[config.mk]
export PLATFORM = sky130hd
export DESIGN_NAME = tqvp_stevej_wdt_reset_seq
export DESIGN_NICKNAME = d
export VERILOG_FILES = /design/src/rtl/tqvp_stevej_wdt_pkg.sv /design/src/rtl/tqvp_stevej_wdt_downcnt.sv /design/src/rtl/tqvp_stevej_wdt_reset_seq.sv
export SDC_FILE = /design/constraint.sdc
export NUM_CORES = 1
export LEC_CHECK = 0
export BUFFER_PORTS_ARGS = -buffer_cell sky130_fd_sc_hd__buf_2
export CAP_MARGIN = 0
export CORE_MARGIN = 2
export CORE_UTILIZATION = 45
export DETAILED_ROUTE_END_ITERATION = 8
export GPL_ROUTABILITY_DRIVEN = 0
export PLACE_DENSITY = 0.62
export SLEW_MARGIN = 25
export SYNTH_ARGS = -nofsm -noshare
export SYNTH_HDL_FRONTEND = slang
export SYNTH_SLANG_ARGS = --single-unit
export TNS_END_PERCENT = 5
[constraint.sdc]
create_clock -name clk -period 2.6 [get_ports clk]
set_input_delay 0.39 -clock clk [delete_from_list [all_inputs] [get_ports clk]]
set_output_delay 0.39 -clock clk [all_outputs]
set_load 0.005 [all_outputs]
[src/rtl/tqvp_stevej_wdt_pkg.sv]
// rtl/tqvp_stevej_wdt_pkg.sv - shared types and default widths for the watchdog reset sequencer
package tqvp_stevej_wdt_pkg;

  // Default counter widths
  localparam int GRACE_W_DEF = 16;
  localparam int PULSE_W_DEF = 8;
  localparam int CNT_W_DEF   = 8;

  // Sequencer states; the encoding is visible on the state output
  typedef enum logic [1:0] {
    ST_IDLE    = 2'd0,
    ST_WARN    = 2'd1,
    ST_RESET   = 2'd2,
    ST_HOLDOFF = 2'd3
  } wdt_state_t;

endpackage

[src/rtl/tqvp_stevej_wdt_downcnt.sv]
// rtl/tqvp_stevej_wdt_downcnt.sv - loadable down-counter with zero flag
module tqvp_stevej_wdt_downcnt #(
  parameter int W = 8
) (
  input  logic         clk,
  input  logic         rst_n,
  input  logic         load,
  input  logic [W-1:0] load_val,
  input  logic         dec,
  output logic [W-1:0] count,
  output logic         zero
);

  // Load has priority over decrement; decrement stops at zero
  always_ff @(posedge clk or negedge rst_n) begin
    if (!rst_n) begin
      count <= '0;
    end else if (load) begin
      count <= load_val;
    end else if (dec && (count != '0)) begin
      count <= count - W'(1);
    end
  end

  assign zero = (count == '0);

endmodule

[src/rtl/tqvp_stevej_wdt_reset_seq.sv]
// rtl/tqvp_stevej_wdt_reset_seq.sv - staged warning/reset response to a watchdog expiry
module tqvp_stevej_wdt_reset_seq
  import tqvp_stevej_wdt_pkg::*;
#(
  parameter int GRACE_W = GRACE_W_DEF,
  parameter int PULSE_W = PULSE_W_DEF,
  parameter int CNT_W   = CNT_W_DEF
) (
  input  logic               clk,
  input  logic               rst_n,
  input  logic               enable,
  input  logic               expired,
  input  logic               pat,
  input  logic               irq_ack,
  input  logic [GRACE_W-1:0] grace_cycles,
  input  logic [PULSE_W-1:0] pulse_cycles,
  output logic               irq,
  output logic               sys_reset_n,
  output logic [1:0]         state,
  output logic [CNT_W-1:0]   reset_count
);

  wdt_state_t         cur_state;
  logic               expired_q;
  logic               rise;
  logic               warn_abort;
  logic               grace_load;
  logic               grace_dec;
  logic               grace_zero;
  logic               pulse_load;
  logic               pulse_dec;
  logic               pulse_zero;
  logic [GRACE_W-1:0] grace_cnt;
  logic [PULSE_W-1:0] pulse_cnt;
  logic [PULSE_W-1:0] pulse_load_val;

  // Remember last cycle's expiry level so only a fresh rising edge can start a sequence
  always_ff @(posedge clk or negedge rst_n) begin
    if (!rst_n) begin
      expired_q <= 1'b0;
    end else begin
      expired_q <= expired;
    end
  end

  assign rise       = expired & ~expired_q;
  assign warn_abort = pat | ~enable;

  // A zero pulse length still produces a one-cycle pulse
  assign pulse_load_val = (pulse_cycles == '0) ? '0 : (pulse_cycles - PULSE_W'(1));

  assign grace_load = (cur_state == ST_IDLE) & enable & rise;
  assign grace_dec  = (cur_state == ST_WARN) & ~warn_abort & ~grace_zero;
  assign pulse_load = (cur_state == ST_WARN) & ~warn_abort & grace_zero;
  assign pulse_dec  = (cur_state == ST_RESET) & ~pulse_zero;

  tqvp_stevej_wdt_downcnt #(.W(GRACE_W)) u_grace_cnt (
    .clk      (clk),
    .rst_n    (rst_n),
    .load     (grace_load),
    .load_val (grace_cycles),
    .dec      (grace_dec),
    .count    (grace_cnt),
    .zero     (grace_zero)
  );

  tqvp_stevej_wdt_downcnt #(.W(PULSE_W)) u_pulse_cnt (
    .clk      (clk),
    .rst_n    (rst_n),
    .load     (pulse_load),
    .load_val (pulse_load_val),
    .dec      (pulse_dec),
    .count    (pulse_cnt),
    .zero     (pulse_zero)
  );

  // Sequencer FSM with registered irq, reset pulse and saturating event count
  always_ff @(posedge clk or negedge rst_n) begin
    if (!rst_n) begin
      cur_state   <= ST_IDLE;
      irq         <= 1'b0;
      sys_reset_n <= 1'b1;
      reset_count <= '0;
    end else begin
      case (cur_state)
        ST_IDLE: begin
          if (enable && rise) begin
            cur_state <= ST_WARN;
            irq       <= 1'b1;
          end
        end
        ST_WARN: begin
          if (warn_abort) begin
            cur_state <= ST_IDLE;
            irq       <= 1'b0;
          end else if (grace_zero) begin
            cur_state   <= ST_RESET;
            sys_reset_n <= 1'b0;
            if (reset_count != '1) begin
              reset_count <= reset_count + CNT_W'(1);
            end
            if (irq_ack) begin
              irq <= 1'b0;
            end
          end else if (irq_ack) begin
            irq <= 1'b0;
          end
        end
        ST_RESET: begin
          if (pulse_zero) begin
            cur_state   <= ST_HOLDOFF;
            sys_reset_n <= 1'b1;
            irq         <= 1'b0;
          end
        end
        ST_HOLDOFF: begin
          if (!expired) begin
            cur_state <= ST_IDLE;
          end
        end
        default: begin
          cur_state <= ST_IDLE;
        end
      endcase
    end
  end

  assign state = cur_state;

  // Counter values are only consumed through their zero flags
  logic unused_cnt;
  assign unused_cnt = ^{grace_cnt, pulse_cnt};

endmodule

[After elaboration in Yosys (flattened, before gate mapping)]
Index checks and enable logic that the tools add are counted.
Storage, ports and cells
  flip-flop bits (word level): 37
  input bits: 30
  output and inout port bits: 12
  word-level logic and storage cells: 72
Cells by class
  $add $sub $neg: 4
  equality and inequality tests: 11
  mux-type cells: 20
  bitwise logic cells: 13
  reduce and logical (&&, ||, !) cells: 17
Operator list (number)
  $mux W16: 2
  $mux W8: 3
  $logic_not A16 Y1: 1
  $logic_not A8 Y1: 2
  $reduce_and A4 Y1: 4
  $reduce_bool A16 Y1: 1
  $sub A16 B1 Y16 const B: 1
  $sub A8 B1 Y8 const B: 2
  $mux W2: 5
  $add A8 B1 Y8 const B: 1
  $ne A2 B2 Y1 const B: 4
  $ne A8 B8 Y1 const B: 1
  $pmux W2 S4: 1
  $reduce_bool A8 Y1: 1
  $and A1 B1 Y1: 7
  $mux W1: 7
  $ne A3 B3 Y1 const B: 2
  $reduce_bool A2 Y1: 3
  $not A1 Y1: 5
  $eq A2 B2 Y1 const B: 2
  $logic_and A1 B1 Y1: 3
  $pmux W1 S3: 1
  $reduce_bool A3 Y1: 1
  $eq A2 B1 Y1 const B: 1
  other kinds (4): 4

[Longest topological paths before layout]
  depth after elaboration: 8
  gate-level depth with buffers: 8
  gate-level depth less buffers: 6

[By module]
From an unflattened synthesis, not the netlist that was laid out.
Second synthesis, totals
  cell total of the unflattened synthesis: 284
  area total of the unflattened synthesis: 2529.9 µm²
Modules (own cells, without submodules)
  tqvp_stevej_wdt_downcnt at u_grace_cnt: times used 1, cells an instance 124, area each 1063.5 µm², sequential area each 400.4 µm²
  tqvp_stevej_wdt_reset_seq: times used 1, cells an instance 102, area each 938.4 µm², sequential area each 326.6 µm²
  tqvp_stevej_wdt_downcnt at u_pulse_cnt: times used 1, cells an instance 58, area each 528.0 µm², sequential area each 200.2 µm²

[Worst setup path after synthesis]
OpenSTA, ideal clock, no wires.
  path kind: reg-to-reg
  start: register u_grace_cnt.count[0]
  end: register reset_count[1]
  library setup time: 128 ps
  arrival: 1902 ps
  required time: 2472 ps
  path slack: 570 ps
  cell stages (with the launch flop): 7
  path buffers: 0
  clock period less this slack: 2030 ps
  path through: dfrtp_1 inv_1 ha_1 nor4b_1 nand4_1 a311oi_2 mux2_1
Between the ends
  longest elaborated chain between the ends: 2
RTL lines
  start, declared: RTL line tqvp_stevej_wdt_downcnt.sv:10  | output logic [W-1:0] count,
  start signal, assigned: RTL line tqvp_stevej_wdt_downcnt.sv:19  | count <= load_val;
  start signal, assigned: RTL line tqvp_stevej_wdt_downcnt.sv:21  | count <= count - W'(1);
  $logic_not A16 Y1: RTL line tqvp_stevej_wdt_downcnt.sv:25  | assign zero = (count == '0);
  $reduce_and A4 Y1 (no source line)
  end signal, assigned: RTL line tqvp_stevej_wdt_reset_seq.sv:100  | reset_count <= reset_count + CNT_W'(1);
  end, declared: RTL line tqvp_stevej_wdt_reset_seq.sv:20  | output logic [CNT_W-1:0] reset_count
Every way passes these cells.
A chain may end at the register's enable or synchronous reset.

[Final worst setup path]
  start: register u_grace_cnt.count[6]
  end: register u_grace_cnt.count[14]
Between the ends
  longest elaborated chain between the ends: 5
  elaborated cells on any way between the ends: 9
  classes of those cells: add/sub (1); mux (2); bitwise (2); reduce/logical (4)
RTL lines
  parallel branches: the longest is 5 deep, another holds $sub A16 B1 Y16
Parallel ways; which one is timed is not known. The select of a mux whose other input is x is not followed.

==> impl_metrics.yaml <==
run_status:
  status: "completed"
logic_synthesis:
  netlist_area_um2: 2450
  synthArstFlopShare_pct: 100
  synth_edf_count: 0
  ys.flop_type: "dfrtp_1"
  syn_area_per_cell_um2: 9.21
  netlist_instances: 266
  seq_area_frac_synth_pct: 37.8
  ys_ff_latch: 37
  ys_types: 52
  synth_nets: 308
  yosys_warnings: 0
final_layout:
  n_antenna_cell: 0
  fin_util_pct: 55.0
  layout_common_cells: "buf_2, dfrtp_1, nor2_1, nand3_1"
  drive_above_1_share_pct: 20.8
  final_common_cell: "buf_2"
  nets: 353
  fillers: 511
  finalInstanceArea_um2: 2840
  syn2layout_area_growth_pct: 16.0
placement:
  post-dp-hpwl_um: 4240
  io_buffers: 41
  placed_area_um2: 2760
worst_setup_path:
  crit_type: "flip-flop to flip-flop"
  cp-start-kind: "flip-flop"
  worstPathArrival_ns: 2.35
  cp.required_ns: 2.82
  reg2reg_slack_ns: 0.46
  r2r-start: "u_grace_cnt.count[6]"
  end_kind: "flip-flop"
  worst-path-max-fanout: 9
  r2r_cells: 4
  rr_endpoint: "u_grace_cnt.count[14]"
timing:
  max_freq_mhz: 468
  slew_violations: 0
  finClkSkew_ns: 0.0119
  fin_crit_sh_pct: 82.2
  hold_viol: 0
  fin_crit_ns: 2.14
  timing.hold.ws_ns: 0.197
  finalSetupTns_ns: 0
  slew_headroom_pct: 43.4
  rsz0062_at_grt: "false"
  worst_pin_slew_ns: 0.849
  final-setup-viol-count: 0
floorplan:
  num_io_pins: 42
  core_um2: 5170
  initial_core_util_pct: 47.4
  fp-row-count: 26
  die_w_um: 77.8
  dieArea_um2: 6050
  die_y_um: 77.8
power_and_ir_drop:
  vdd_drop_max_v: 0.000341
  p_per_area_nw_per_um2: 681
  total_power_mw: 1.94
  leakage_nw: 1.23
clock_network:
  numCtsBuffers: 5
  cts_tree: "yes"
  htreeDepth: 2
  cts_root_buf: "clkbuf_8"
  clock_path_buffers: 2
  worstSkewPairLatency_ns: 0.29
  clk_pin_slew_ns: 0.08
  cts.sinks: 37
  ctsResizeCount: 0
  ctsHoldBuffers: 0
  post-cts-setup-buffers: 0
hold_path:
  hold_class: "input port to asynchronous set/reset pin"
routing:
  drt_first_pass_iters: 4
  ant_nets: 0
  vias: 2228
  wl_per_cell_um: 15.3
  routed_wl_um: 5840
  drt_iter0_markers: 139
  met1Wirelength_um: 2940
  drc: 0
  routed.top_layer: "met4"
  met3_length_um: 237
  route.met2.wl_um: 2610
  via_per_inst: 5.83
flow_run:
  maxCapViolations: 0
global_route:
  antenna_found_initial: 0
  grt_pass1_vias: 2142
  grt.overflow.total: 0
  grt_max_degree: 38
  grt_usage_pct: 21.1
  grt_pass1_wl_um: 10300
state kept, by name, indices dropped and copies added (netlist names), named ones only:
| signal | flops |
|---|---|
| u_pulse_cnt.count | 8 |
| sys_reset_n | 1 |
| reset_count | 8 |
| u_grace_cnt.count | 16 |
| state | 1 |
| irq | 1 |
| expired_q | 1 |
worst max-delay path by stage:
stage	startpoint	end	slack, ns	depth (start not counted)
global route	u_grace_cnt.count[0]	flip-flop	0.26	6
detailed placement	u_grace_cnt.count[6]	u_grace_cnt.count[13]	0.48	4
CTS	u_grace_cnt.count[6]	u_grace_cnt.count[14]	0.46	4
finish	u_grace_cnt.count[6]	u_grace_cnt.count[14]	0.46	4
global placement	u_grace_cnt.count[6]	u_grace_cnt.count[12]	0.52	4
floorplan	u_grace_cnt.count[0]	reset_count[1]	0.57	6
report_power, final:
part | switching [mW] | internal (mW) | leakage, nW
Combinational | 0.329 | 0.291 | 0.750
Sequential | 0.186 | 0.736 | 0.432
Clock | 0.209 | 0.186 | 0.0450
Total | 0.724 | 1.21 | 1.23
layer usage:
layer | vias up | GRT usage [%]
met3 | 6 | 4.30
met4 | 0 | 5.36
met1 | 1062 | 28.1
met5 | - | 0
met2 | 47 | 35.0
li1 | 1113 | -
stage by stage:
stage / setup WS (ns) / std cells
after CTS: 0.463 / 382
after floorplan: 0.570 / 266
after global placement: 0.522 / 374
after global routing: 0.264 / 382
after detailed placement: 0.482 / 374
final: 0.463 / 382
logic make-up after synthesis:
group | Yosys count | synth area share, %
compound gates | 59 | 16.9
flops | 37 | 37.8
buf+inv | 23 | 3.62
fa+ha+maj | 12 | 6.13
simple gates | 116 | 28.1
mux | 10 | 4.19
xor+xnor | 9 | 3.22
cells in the mapped netlist, types with 4 or more instances:
master | count | share of area, %
and3_1 | 4 | 1.0
nand4b_1 | 5 | 1.8
nor3_1 | 4 | 0.82
xor2_1 | 7 | 2.5
ha_1 | 12 | 6.1
nor4_1 | 8 | 2.0
o21ai_0 | 13 | 2.7
mux2i_1 | 8 | 3.3
nand2_1 | 13 | 2.0
a31oi_1 | 13 | 3.3
nor3b_1 | 4 | 1.2
o31ai_1 | 4 | 1.2
nand3_1 | 15 | 3.1
o211ai_1 | 5 | 1.5
clkbuf_1 | 9 | 1.4
nand4_1 | 6 | 1.5
or3_1 | 4 | 1.0
or4_1 | 10 | 3.1
dfrtp_1 | 36 | 37
nor2_1 | 24 | 3.7
inv_1 | 12 | 1.8
worst max-delay path, cell delays in order (launching register included):
cell     delay [ns]
dfrtp_1        0.45
or4_1          0.56
a211o_1        0.39
or4_1          0.48
a31oi_1        0.18
final cells by class:
type,count,area (um^2),share of cell area [%]
multi-input combinational,206,1440,50.5
sequential,37,927,32.6
timing repair buffer,49,265,9.33
tap,70,87.6,3.08
clock buffer,6,72.6,2.55
inverter,12,45.0,1.58
clock inverter,2,10.0,0.352
Power figures use the tool's default switching activity.
